`src/rtl/priority_decoder.sv`:
```
// Index-to-one-hot decoder with a 2-entry valid/ready output buffer,
// a sticky hit mask and a saturating out-of-range error counter.
module priority_decoder #(
  parameter int WIDTH  = 10,
  parameter int CODE_W = 4,
  parameter int ERR_W  = 8
) (
  input  logic              clk,
  input  logic              rst_n,
  input  logic              en,
  input  logic [CODE_W-1:0] din,
  output logic              in_ready,
  output logic [WIDTH-1:0]  dout,
  output logic              out_valid,
  input  logic              out_ready,
  output logic [WIDTH-1:0]  mask,
  input  logic              mask_clr,
  output logic              err,
  output logic [ERR_W-1:0]  err_cnt,
  input  logic              err_clr
);

  typedef enum logic [1:0] {EMPTY, ONE, TWO} state_t;

  localparam logic [CODE_W:0] WIDTH_C = (CODE_W + 1)'(WIDTH);

  state_t             state, state_next;
  logic [WIDTH-1:0]   head, head_next;
  logic [WIDTH-1:0]   tail, tail_next;
  logic [WIDTH-1:0]   mask_next;
  logic               err_next;
  logic [ERR_W-1:0]   err_cnt_next;
  logic               legal;
  logic [WIDTH-1:0]   onehot;
  logic               accept;
  logic               push;
  logic               bad;
  logic               pop;

  always_comb begin
    legal  = ({1'b0, din} < WIDTH_C);
    onehot = legal ? (WIDTH'(1) << din) : '0;
    accept = en & in_ready;
    push   = accept & legal;
    bad    = accept & ~legal;
    pop    = out_valid & out_ready;
  end

  // Occupancy FSM: head always drives dout, tail holds the second word.
  always_comb begin
    state_next = state;
    head_next  = head;
    tail_next  = tail;
    case (state)
      EMPTY: begin
        if (push) begin
          state_next = ONE;
          head_next  = onehot;
        end
      end
      ONE: begin
        if (push && !pop) begin
          state_next = TWO;
          tail_next  = onehot;
        end else if (pop && !push) begin
          state_next = EMPTY;
          head_next  = '0;
        end else if (push && pop) begin
          head_next  = onehot;
        end
      end
      TWO: begin
        if (pop) begin
          state_next = ONE;
          head_next  = tail;
          tail_next  = '0;
        end
      end
      default: begin
        state_next = EMPTY;
        head_next  = '0;
        tail_next  = '0;
      end
    endcase
  end

  // Clear takes effect before the set, so a coincident event survives the clear.
  always_comb begin
    mask_next    = mask_clr ? '0 : mask;
    err_next     = err_clr ? 1'b0 : err;
    err_cnt_next = err_clr ? '0 : err_cnt;
    if (push) begin
      mask_next = mask_next | onehot;
    end
    if (bad) begin
      err_next = 1'b1;
      if (err_cnt_next != '1) begin
        err_cnt_next = err_cnt_next + ERR_W'(1);
      end
    end
  end

  always_ff @(posedge clk or negedge rst_n) begin
    if (!rst_n) begin
      state     <= EMPTY;
      head      <= '0;
      tail      <= '0;
      in_ready  <= 1'b1;
      out_valid <= 1'b0;
      mask      <= '0;
      err       <= 1'b0;
      err_cnt   <= '0;
    end else begin
      state     <= state_next;
      head      <= head_next;
      tail      <= tail_next;
      in_ready  <= (state_next != TWO);
      out_valid <= (state_next != EMPTY);
      mask      <= mask_next;
      err       <= err_next;
      err_cnt   <= err_cnt_next;
    end
  end

  assign dout = head;

endmodule

```
`config.mk`:
```
export PLATFORM = sky130hd
export DESIGN_NAME = priority_decoder
export DESIGN_NICKNAME = d
export VERILOG_FILES = /design/src/rtl/priority_decoder.sv
export SDC_FILE = /design/constraint.sdc
export NUM_CORES = 1
export LEC_CHECK = 0
export ABC_AREA = 1
export CORE_UTILIZATION = 35
export DETAILED_ROUTE_END_ITERATION = 10
export GPL_ROUTABILITY_DRIVEN = 0
export GPL_TIMING_DRIVEN = 0
export MAX_ROUTING_LAYER = met4
export PLACE_DENSITY = 0.69
export SLEW_MARGIN = 20
export SYNTH_ARGS = -nofsm -noshare
export SYNTH_HDL_FRONTEND = slang
export SYNTH_SLANG_ARGS = --single-unit
```
`constraint.sdc`:
```
create_clock -name clk -period 4.4 [get_ports clk]
set_clock_uncertainty 0.15 [all_clocks]
set_input_delay 0.88 -clock clk [delete_from_list [all_inputs] [get_ports clk]]
set_output_delay 0.88 -clock clk [all_outputs]
set_load 0.02 [all_outputs]
```
==> results.ini <==
[critical_path]
critPathMaxFanout=5
cp_slowest_cell=clkdlybuf4s50_1
worst-path-buf-inv=1
endpoint=err_cnt[7]$_DFF_PN0_
cp_top_family=simple AND/OR/NAND/NOR gates
r2r-end=err_cnt[7]$_DFF_PN0_
crit_arrival_ns=2.54
cp-startpoint=err_clr
worstSetupPathType=in2reg
r2r_slack_ns=2.63
cp-end-kind=flop
rr_worst_depth=9
cp.required_ns=4.48
path_depth=9
start_kind=input pin
slowest_delay_ns=0.51
worstReg2RegStart=err_cnt[0]$_DFF_PN0_
crit_chain=clkdlybuf4s50_1 > nor2_1 > ha_1 > nand2_1 > nor2_1 > nand2_2 > nor2_2 > nand2_1 > nand3_1

[grt]
grt_pass1_wl_um=8600
gr-usage-met1=0.209
grt_use_met3=0.0440
grtUsageMet2=0.274
grt_antenna_before_repair=0
grt_usage=0.172
grt_overflow=0
grt_pass1_vias=1929
grt_max_degree=25
busiest_layer=met2

[final_layout]
design_area_um2=2870
fin_cells=417
nets=352
antenna_cells=0
area_growth_pct=27.1
drive_above_1_share=0.129

[detailed_routing]
wl_per_cell_um=12.2
vias=2024
post-route-drc-count=0
drtPass1Iterations=4
drt_iter0_drc=71
postRouteAntennaNets=0
viasPerCell=4.85
drt_wl_total_um=5080

[clock_network]
root_buffer=clkbuf_8
postCtsHoldBufs=0
htreeDepth=2
cts_buffers=5
clockBufferDepth=2
cts_tree=yes
insertion_delay_ns=0.30
clk_pin_slew_ns=0.09
cts_resized=0
cts.sinks=43
cts_setup_buffers=0

[logic_synthesis]
syn_nets=305
ys_warn_count=0
netlist_instances=294
synth_area_leaders=dfrtp_1, nand2_1, inv_1, nand3_1, o21ai_2
yosys_register_bits=43
yosys.area.top_type=dfrtp_1
syn_avg_cell_area_um2=7.69
synth_top_area_frac=0.465
synth_cell_types=28
ys_seq_area_frac=0.476
syn-cell-area_um2=2260

[die]
io_pins=41
rows=28
die-area_um2=6780
start_util=0.373
die_x_um=82.4
core_um2=6060
die_height_um=82.4

[worst_hold_path]
hold_class=reg2reg

[place]
post_dp_cell_area_um2=2770
place_ws_ns=1.62
dp_hpwl_um=3820
portBuffers=39
dp_cells=409

[sta]
setup_viol=0
setup_slack_ns=1.93
hold_violations=0
fmax_ghz=0.405
worst_pin_slew_ns=0.492
setup_tns_ns=0
post-route-min-period_ns=2.47
slew_headroom=0.672
period_share=0.561
rsz0062_at_grt=no
hold_ws_ns=0.336
slew_violations=0

[outcome]
status=complete, no violations

[power_and_ir_drop]
p_per_area_nw_per_um2=461
p_leak_uw=0.00139
max-vdd-ir-drop_mv=0.162

[job]
cap_violations=0

[flip-flops by register name, summed over array words and instances (netlist names)]
signal     flops
err_cnt        8
dout          10
tail          10
out_valid      1
in_ready       1
mask          10
err            1
state          2
[logic make-up (layout without fill, tap and decap cells)]
logic type / Yosys count / after routing / share of synthesized area
compound gates: 26 / 26 / 0.0847
buf+inv: 42 / 90 / 0.0874
flops: 43 / 43 / 0.476
fa+ha+maj: 1 / 1 / 0.00553
xor+xnor: 1 / 1 / 0.00387
simple gates: 181 / 181 / 0.342
[cell usage after synthesis]
library cell / count
nand2_1: 120
dfrtp_1: 42
inv_1: 30
nor2_1: 22
nand3_1: 19
o21ai_2: 10
o22ai_1: 10
nand2_2: 5
buf_4: 4
nand4_1: 4
nor2_2: 4
inv_2: 3
o21ai_0: 3
nand3_2: 2
nand3b_1: 2
o21ai_1: 2
buf_1: 1
buf_12: 1
buf_2: 1
dfstp_2: 1
ha_1: 1
inv_4: 1
inv_6: 1
nand2_4: 1
nor2_4: 1
o21ai_4: 1
or2_0: 1
xnor2_1: 1
[layer usage]
| layer | part of all wire | vias to the layer above |
|---|---|---|
| met5 | 0 | - |
| met4 | 0.013 | 0 |
| met3 | 0.049 | 8 |
| met2 | 0.49 | 55 |
| met1 | 0.45 | 946 |
| li1 | - | 1015 |
[layout make-up]
class / instances / area [um2]
buffer: 7 / 58.8
tap: 75 / 93.8
multi-input combinational: 209 / 986
inverter: 35 / 139
sequential: 43 / 1080
clock inverter: 1 / 30.0
timing repair buffer: 40 / 413
clock buffer: 7 / 76.3
fill: 599 / 3190
[metrics by stage]
step / util / total power (uW)
4_1_cts: 0.474 / 1330
5_1_grt: 0.474 / 1400
6_report: 0.474 / 1320
3_5_place_dp: 0.457 / 1030
2_1_floorplan: - / 843
3_3_place_gp: 0.453 / 1020
[how the worst min path moves through the flow]
stage	from	end	slack, ns	depth (start not counted)
2_1_floorplan	tail[4]$_DFFE_PN0P_	tail[4]$_DFFE_PN0P_	0.30	2
5_1_grt	tail[8]$_DFFE_PN0P_	tail[8]$_DFFE_PN0P_	0.36	2
6_report	dout[9]$_DFFE_PN0P_	dout[9]$_DFFE_PN0P_	0.34	2
3_5_place_dp	dout[9]$_DFFE_PN0P_	dout[9]$_DFFE_PN0P_	0.32	2
3_3_place_gp	tail[5]$_DFFE_PN0P_	tail[5]$_DFFE_PN0P_	0.32	2
4_1_cts	dout[9]$_DFFE_PN0P_	dout[9]$_DFFE_PN0P_	0.34	2
[placed cells by master, fill, tap and decap left out, drive strengths merged]
cell type | synthesis | routed
or2 | 1 | 1
buf | 7 | 9
nand2 | 126 | 126
o22ai | 10 | 10
ha | 1 | 1
dfrtp | 42 | 42
nand4 | 4 | 4
clkdlybuf4s50 | 0 | 38
xnor2 | 1 | 1
clkbuf | 0 | 7
nor2 | 27 | 27
o21ai | 16 | 16
dfstp | 1 | 1
nand3b | 2 | 2
inv | 35 | 35
bufinv | 0 | 1
nand3 | 21 | 21
[worst min-delay path, delay by kind of cell (launching register included)]
| kind | cells | cell delay (ns) |
|---|---|---|
| AND/OR/NAND/NOR | 2 | 0.10 |
| flip-flops | 1 | 0.35 |
[power breakdown]
part           internal (uW)  switching, uW  total (uW)
clock                    170            137         307
combinational            191            324         516
sequential               460           40.9         501
total                    821            503        1320
Note: power is estimated with default switching activity, not from simulation.
